## config.mk

```make
export PLATFORM = sky130hd
export DESIGN_NAME = uart_tx_arbiter_flat
export DESIGN_NICKNAME = d
export VERILOG_FILES = /design/src/rtl/uart_tx_arbiter_if.sv /design/src/rtl/uart_tx_arbiter.sv /design/src/flat_wrapper.sv
export SDC_FILE = /design/constraint.sdc
export NUM_CORES = 1
export LEC_CHECK = 0
export CAP_MARGIN = 5
export CORE_MARGIN = 4
export CORE_UTILIZATION = 35
export DETAILED_ROUTE_END_ITERATION = 8
export SLEW_MARGIN = 40
export SYNTH_ARGS = -nofsm -noshare
export SYNTH_HDL_FRONTEND = slang
export SYNTH_SLANG_ARGS = --single-unit
```

## constraint.sdc

```tcl
create_clock -name clk -period 2.6 [get_ports clk]
set_clock_uncertainty 0.05 [all_clocks]
set_input_delay 0.26 -clock clk [delete_from_list [all_inputs] [get_ports clk]]
set_output_delay 0.26 -clock clk [all_outputs]
set_load 0.1 [all_outputs]
```

## src/rtl/uart_tx_arbiter_if.sv

```systemverilog
// Bundle of source, FIFO and UART-side signals for the UART transmit arbiter.
// Defining TX_ARB_STATS_EN adds the per-source byte counters to the bundle.
interface uart_tx_arbiter_if;
  logic [7:0]  cmd_data;
  logic        cmd_wr;
  logic [7:0]  eod_data;
  logic        eod_wr;
  logic        fifo_not_empty;
  logic        fifo_rd;
  logic [7:0]  fifo_data;
  logic [7:0]  tx_data;
  logic        tx_start;
  logic        tx_busy;
  logic [1:0]  grant;
  logic        overflow;
`ifdef TX_ARB_STATS_EN
  logic [15:0] cmd_count;
  logic [15:0] eod_count;
  logic [15:0] adc_count;
`endif

  // Driver side: the sources, the FIFO and the UART.
  modport master (
    output cmd_data, cmd_wr, eod_data, eod_wr, fifo_not_empty, fifo_data, tx_busy,
    input  fifo_rd, tx_data, tx_start, grant, overflow
`ifdef TX_ARB_STATS_EN
    , input cmd_count, eod_count, adc_count
`endif
  );

  // Arbiter side.
  modport slave (
    input  cmd_data, cmd_wr, eod_data, eod_wr, fifo_not_empty, fifo_data, tx_busy,
    output fifo_rd, tx_data, tx_start, grant, overflow
`ifdef TX_ARB_STATS_EN
    , output cmd_count, eod_count, adc_count
`endif
  );
endinterface

```

## src/rtl/uart_tx_arbiter.sv

```systemverilog
// Shares one UART transmitter between the command-response source, the
// end-of-data marker source and the ADC sample FIFO. Strobed sources are held
// in one-byte registers; ADC bursts are capped at BURST_MAX bytes per grant.
// Optional macro TX_ARB_STATS_EN adds saturating per-source byte counters.
module uart_tx_arbiter #(
  parameter int unsigned BURST_MAX   = 64,
  parameter int unsigned FIFO_RD_LAT = 1
) (
  input logic              clk,
  input logic              Reset_n,
  uart_tx_arbiter_if.slave bus
);

  localparam logic [7:0] BurstMax = 8'(BURST_MAX);
  localparam logic [1:0] LatLast  = 2'(FIFO_RD_LAT - 1);

  localparam logic [1:0] GrNone = 2'd0;
  localparam logic [1:0] GrCmd  = 2'd1;
  localparam logic [1:0] GrEod  = 2'd2;
  localparam logic [1:0] GrAdc  = 2'd3;

  typedef enum logic [2:0] {
    StIdle,
    StSend,
    StWaitHi,
    StWaitLo,
    StAdcRd,
    StAdcWait
  } state_e;

  state_e      state_q, state_d;
  logic [1:0]  grant_q;
  logic [7:0]  tx_data_q;
  logic [7:0]  burst_q;
  logic [1:0]  lat_q;
  logic [7:0]  cmd_byte_q, eod_byte_q;
  logic        cmd_pend_q, eod_pend_q;
  logic        overflow_q;

  logic        tx_start;
  logic        fifo_rd;
  logic        adc_more;
  logic        cmd_clr, eod_clr;

  // Keep the ADC grant only while the burst budget and the FIFO both allow it.
  assign adc_more = (grant_q == GrAdc) && (burst_q < BurstMax) && bus.fifo_not_empty;

  // A held byte is released in the same cycle its tx_start goes out.
  assign cmd_clr = tx_start && (grant_q == GrCmd);
  assign eod_clr = tx_start && (grant_q == GrEod);

  // State register.
  always_ff @(posedge clk or negedge Reset_n) begin
    if (!Reset_n) begin
      state_q <= StIdle;
    end else begin
      state_q <= state_d;
    end
  end

  // Next-state logic; eod can only win in IDLE, so it never interrupts a burst.
  always_comb begin
    state_d = state_q;
    unique case (state_q)
      StIdle: begin
        if (cmd_pend_q || eod_pend_q) begin
          state_d = StSend;
        end else if (bus.fifo_not_empty) begin
          state_d = StAdcRd;
        end
      end
      StSend: begin
        if (!bus.tx_busy) state_d = StWaitHi;
      end
      StWaitHi: begin
        if (bus.tx_busy) state_d = StWaitLo;
      end
      StWaitLo: begin
        if (!bus.tx_busy) state_d = adc_more ? StAdcRd : StIdle;
      end
      StAdcRd: begin
        if (!bus.fifo_not_empty) begin
          state_d = StIdle;
        end else if (!bus.tx_busy) begin
          state_d = StAdcWait;
        end
      end
      StAdcWait: begin
        if (lat_q == LatLast) state_d = StSend;
      end
      default: state_d = StIdle;
    endcase
  end

  // Output strobes, guarded so neither can fire while the UART is busy.
  always_comb begin
    tx_start = 1'b0;
    fifo_rd  = 1'b0;
    if (state_q == StSend) tx_start = !bus.tx_busy;
    if (state_q == StAdcRd) fifo_rd = bus.fifo_not_empty && !bus.tx_busy;
  end

  // Grant, outgoing byte, burst count and FIFO latency count.
  always_ff @(posedge clk or negedge Reset_n) begin
    if (!Reset_n) begin
      grant_q   <= GrNone;
      tx_data_q <= 8'h00;
      burst_q   <= 8'h00;
      lat_q     <= 2'd0;
    end else begin
      unique case (state_q)
        StIdle: begin
          if (cmd_pend_q) begin
            grant_q   <= GrCmd;
            tx_data_q <= cmd_byte_q;
          end else if (eod_pend_q) begin
            grant_q   <= GrEod;
            tx_data_q <= eod_byte_q;
          end else if (bus.fifo_not_empty) begin
            grant_q <= GrAdc;
          end
        end
        StAdcRd: begin
          lat_q <= 2'd0;
          if (fifo_rd) burst_q <= burst_q + 8'd1;
          if (state_d == StIdle) begin
            grant_q <= GrNone;
            burst_q <= 8'h00;
          end
        end
        StAdcWait: begin
          lat_q <= lat_q + 2'd1;
          if (lat_q == LatLast) tx_data_q <= bus.fifo_data;
        end
        StWaitLo: begin
          if (state_d == StIdle) begin
            grant_q <= GrNone;
            burst_q <= 8'h00;
          end
        end
        default: ;
      endcase
    end
  end

  // Holding registers and the sticky overflow flag.
  always_ff @(posedge clk or negedge Reset_n) begin
    if (!Reset_n) begin
      cmd_byte_q <= 8'h00;
      cmd_pend_q <= 1'b0;
      eod_byte_q <= 8'h00;
      eod_pend_q <= 1'b0;
      overflow_q <= 1'b0;
    end else begin
      if (bus.cmd_wr) begin
        if (!cmd_pend_q || cmd_clr) begin
          cmd_byte_q <= bus.cmd_data;
          cmd_pend_q <= 1'b1;
        end else begin
          overflow_q <= 1'b1;
        end
      end else if (cmd_clr) begin
        cmd_pend_q <= 1'b0;
      end

      if (bus.eod_wr) begin
        if (!eod_pend_q || eod_clr) begin
          eod_byte_q <= bus.eod_data;
          eod_pend_q <= 1'b1;
        end else begin
          overflow_q <= 1'b1;
        end
      end else if (eod_clr) begin
        eod_pend_q <= 1'b0;
      end
    end
  end

  assign bus.tx_start = tx_start;
  assign bus.fifo_rd  = fifo_rd;
  assign bus.tx_data  = tx_data_q;
  assign bus.grant    = grant_q;
  assign bus.overflow = overflow_q;

`ifdef TX_ARB_STATS_EN
  logic [15:0] cmd_cnt_q, eod_cnt_q, adc_cnt_q;

  // Saturating per-source counts of bytes handed to the UART.
  always_ff @(posedge clk or negedge Reset_n) begin
    if (!Reset_n) begin
      cmd_cnt_q <= 16'h0000;
      eod_cnt_q <= 16'h0000;
      adc_cnt_q <= 16'h0000;
    end else if (tx_start) begin
      unique case (grant_q)
        GrCmd:   if (cmd_cnt_q != 16'hFFFF) cmd_cnt_q <= cmd_cnt_q + 16'd1;
        GrEod:   if (eod_cnt_q != 16'hFFFF) eod_cnt_q <= eod_cnt_q + 16'd1;
        GrAdc:   if (adc_cnt_q != 16'hFFFF) adc_cnt_q <= adc_cnt_q + 16'd1;
        default: ;
      endcase
    end
  end

  assign bus.cmd_count = cmd_cnt_q;
  assign bus.eod_count = eod_cnt_q;
  assign bus.adc_count = adc_cnt_q;
`endif

endmodule

```

## src/flat_wrapper.sv

```systemverilog
// flat-port wrapper written by rule: the top's interface ports become plain ports
module uart_tx_arbiter_flat 
#(
  parameter int unsigned BURST_MAX   = 64,
  parameter int unsigned FIFO_RD_LAT = 1
)
  (clk, Reset_n, bus_cmd_data, bus_cmd_wr, bus_eod_data, bus_eod_wr, bus_fifo_not_empty, bus_fifo_data, bus_tx_busy, bus_fifo_rd, bus_tx_data, bus_tx_start, bus_grant, bus_overflow);
  uart_tx_arbiter_if bus_i ();
  input logic clk;
  input logic Reset_n;
  input wire logic [$bits(bus_i.cmd_data)-1:0] bus_cmd_data;
  input wire logic [$bits(bus_i.cmd_wr)-1:0] bus_cmd_wr;
  input wire logic [$bits(bus_i.eod_data)-1:0] bus_eod_data;
  input wire logic [$bits(bus_i.eod_wr)-1:0] bus_eod_wr;
  input wire logic [$bits(bus_i.fifo_not_empty)-1:0] bus_fifo_not_empty;
  input wire logic [$bits(bus_i.fifo_data)-1:0] bus_fifo_data;
  input wire logic [$bits(bus_i.tx_busy)-1:0] bus_tx_busy;
  output wire logic [$bits(bus_i.fifo_rd)-1:0] bus_fifo_rd;
  output wire logic [$bits(bus_i.tx_data)-1:0] bus_tx_data;
  output wire logic [$bits(bus_i.tx_start)-1:0] bus_tx_start;
  output wire logic [$bits(bus_i.grant)-1:0] bus_grant;
  output wire logic [$bits(bus_i.overflow)-1:0] bus_overflow;
  assign bus_i.cmd_data = bus_cmd_data;
  assign bus_i.cmd_wr = bus_cmd_wr;
  assign bus_i.eod_data = bus_eod_data;
  assign bus_i.eod_wr = bus_eod_wr;
  assign bus_i.fifo_not_empty = bus_fifo_not_empty;
  assign bus_i.fifo_data = bus_fifo_data;
  assign bus_i.tx_busy = bus_tx_busy;
  assign bus_fifo_rd = bus_i.fifo_rd;
  assign bus_tx_data = bus_i.tx_data;
  assign bus_tx_start = bus_i.tx_start;
  assign bus_grant = bus_i.grant;
  assign bus_overflow = bus_i.overflow;
  uart_tx_arbiter #(.BURST_MAX(BURST_MAX), .FIFO_RD_LAT(FIFO_RD_LAT)) u_core (.clk(clk), .Reset_n(Reset_n), .bus(bus_i));
endmodule
```

==> results_dict.tcl <==
set metrics [dict create \
    slowest_stage "dfrtp_1" \
    ys_warn_count 0 \
    slew_headroom_pct 64.6 \
    drc 0 \
    hp-class "in -> async" \
    async_flop_share_pct 100 \
    start_util_pct 37.0 \
    htreeDepth 2 \
    antennaDiodeCount 0 \
    grt_usage_pct 13.4 \
    rsz0062_at_grt "no" \
    synth.distinct_cells 45 \
    fmax_mhz 502 \
    hold_ws_ns 0.423 \
    cp_num_buf_inv 3 \
    fin_area_um2 2890 \
    min_period_ns 1.99 \
    die_w_um 88.3 \
    drtIter0Drc 53 \
    peakVddDrop_mv 0.661 \
    ios 43 \
    cts_buffers 5 \
    finalSetupViolCount 0 \
    cp-end-kind "primary output" \
    synth_edf_count 0 \
    clock_latency_ns 0.30 \
    nets 279 \
    clockBufferDepth 2 \
    io_buffers 42 \
    via_per_inst 4.92 \
    post-route-period-util_pct 76.6 \
    fin_setup_tns_ns 0 \
    grt_pass1_vias 1584 \
    path_cells "buf_4 -> nor3b_1 -> nand2_1 -> inv_1 -> buf_12" \
    path_delay_family "buffers and inverters" \
    syn_inst 199 \
    grt-ovfl-total 0 \
    synth-seq-cells 42 \
    ant_nets 0 \
    drv_cap 0 \
    status "finished clean" \
    grt_pass1_wl_um 8020 \
    power_density_nw_per_um2 1130 \
    syn_area_um2 2260 \
    totalPowerFinal_uw 3280 \
    path_class "reg -> out" \
    die_area_um2 7790 \
    syn_to_final_growth_pct 28.1 \
    startpoint_type "flip-flop" \
    antenna_found_initial 0 \
    clk_pin_slew_worst_paths_ns 0.09 \
    worstPathRequired_ns 2.29 \
    worst_slew_pin_slew_ns 0.531 \
    seq_area_frac_synth_pct 46.6 \
    core_um2 6100 \
    fp.dieH_um 88.3 \
    crit_path_max_incr_delay_ns 0.39 \
    clock-sinks 42 \
    synth_ff_type "dfrtp_1" \
    root_buffer "clkbuf_8" \
    num_rows 28 \
    syn-num-nets 231 \
    syn_avg_cell_area_um2 11.3 \
    grt_max_degree 43 \
    dr.pass1.iters 4 \
    routabilityCongestion 0.778 \
    dp_hpwl_um 3430 \
    wl_per_cell_um 14.6 \
    final_max_slew_viol_count 0 \
    routed_wl_um 4720 \
    leakagePower_uw 0.00142 \
    final_util_pct 47.4 \
    place_area_um2 2770 \
    dr_total_vias 1590 \
    tritoncts "done" \
    hold_violations 0 \
    critical_path_arrival_ns 1.68 \
    cp_max_fo 17 \
    layout-drive-gt1-share_pct 24.2 \
]
## worst register-to-register path, delay by kind of cell, from the launching register on
family	cells	cell delay, ns
and+or+nand+nor	2	0.76
muxes	1	0.33
AOI/OAI and AO/OA	1	0.21
DFF	1	0.46
## routing by layer
metal / track usage [%] / up-vias / wire length (µm)
met5: 0 / - / 0
met3: 3.26 / 5 / 173
li1: - / 804 / -
met2: 17.9 / 32 / 2030
met4: 4.95 / 0 / 80
met1: 20.8 / 749 / 2440
## timing repair
item	in CTS	in global routing
gates resized for setup	0	0
hold buffers	1	0
setup buffers	0	0
endpoints found under the hold margin	42	0
endpoints found under the setup margin	0	0
## cell usage after synthesis, types with 2 or more instances
library cell / n / share of area [%]
ha_1: 2 / 1.1
nand3b_1: 2 / 0.67
nor2_1: 4 / 0.67
nand2_1: 16 / 2.7
nand4_1: 2 / 0.55
o21ai_0: 15 / 3.3
mux2_4: 16 / 11
nand3_1: 4 / 0.89
inv_1: 16 / 2.7
dfrtp_1: 42 / 47
buf_2: 3 / 0.67
mux2i_1: 23 / 10
clkbuf_1: 5 / 0.83
nor3_1: 2 / 0.44
a31o_2: 8 / 3.1
nand2b_1: 3 / 0.83
nand2_4: 2 / 1.0
nor2b_1: 3 / 0.83
or2b_1: 3 / 1.0
a21oi_1: 2 / 0.44
o21ai_4: 2 / 1.4
## worst paths after layout
path / start / to / slack (ns) / cells after the start
max: u_core.state_q[0] / bus_fifo_rd / 0.61 / 5
min: Reset_n / u_core.burst_q[1] / 0.42 / 2
max reg2reg: u_core.state_q[2] / u_core.cmd_byte_q[4] / 0.69 / 4
min reg2reg: u_core.lat_q[1] / u_core.lat_q[1] / 0.43 / 2
max in group asynchronous: Reset_n / u_core.cmd_byte_q[6] / 1.71 / 2
min in group clk: u_core.lat_q[1] / u_core.lat_q[1] / 0.43 / 2
## registers in the layout, summed over array words and instances, names as in the netlist
register / count
u_core.burst_q: 8
u_core.bus.tx_data: 8
u_core.cmd_byte_q: 8
u_core.eod_byte_q: 8
u_core.state_q: 3
u_core.bus.grant: 2
u_core.lat_q: 2
u_core.bus.overflow: 1
u_core.cmd_pend_q: 1
u_core.eod_pend_q: 1
## through the flow
| stage | worst slack (ns) | instances |
|---|---|---|
| 5_1_grt | 0.495 | 323 |
| 3_5_place_dp | 0.377 | 314 |
| 4_1_cts | 0.597 | 323 |
| 2_1_floorplan | 0.269 | 199 |
| 3_3_place_gp | 0.421 | 314 |
| 6_report | 0.610 | 323 |
## cell type report
type | instances | area [µm²]
flip-flops and latches | 42 | 1050
repair buffers | 50 | 473
fillers | 586 | 3210
inverters | 16 | 60.1
well taps | 75 | 93.8
clock inverters | 3 | 43.8
multi-input cells | 132 | 1100
clock buffers | 5 | 68.8
## kinds of logic (layout without fill, tap and decap cells)
| kind of cell | after synthesis | count (layout) | synth area share [%] |
|---|---|---|---|
| xor gates and xnor gates | 1 | 1 | 0.388 |
| and+or+nand+nor | 50 | 50 | 13.2 |
| DFF | 42 | 42 | 46.6 |
| muxes | 39 | 39 | 20.9 |
| buffers and inverters | 25 | 74 | 4.66 |
| adders and majority gates | 2 | 2 | 1.11 |
| AOI/OAI and AO/OA | 40 | 40 | 13.2 |
## report_power, final
group / internal [µW] / switching (µW) / total (µW)
clock: 288 / 239 / 527
combinational: 643 / 1030 / 1670
sequential: 900 / 184 / 1080
total: 1830 / 1450 / 3280
## layout by cell type, fill, tap and decap left out, types with 2 or more instances in the layout
cell type        synthesis  routed
mux2i_1                 23      23
buf_4                    0      19
nand2_4                  2       2
dfrtp_1                 42      42
clkdlybuf4s50_1          0      28
o21ai_4                  2       2
nand2b_1                 3       3
nor3_1                   2       2
nor2b_1                  3       3
nand4_1                  2       2
mux2_4                  16      16
clkbuf_8                 0       5
a31o_2                   8       8
nor2_1                   4       4
inv_1                   16      16
or2b_1                   3       3
buf_12                   0       2
nand3b_1                 2       2
o21ai_0                 15      15
nand2_1                 16      16
a21oi_1                  2       2
nand3_1                  4       4
ha_1                     2       2
Note: power is estimated with default switching activity, not from simulation.
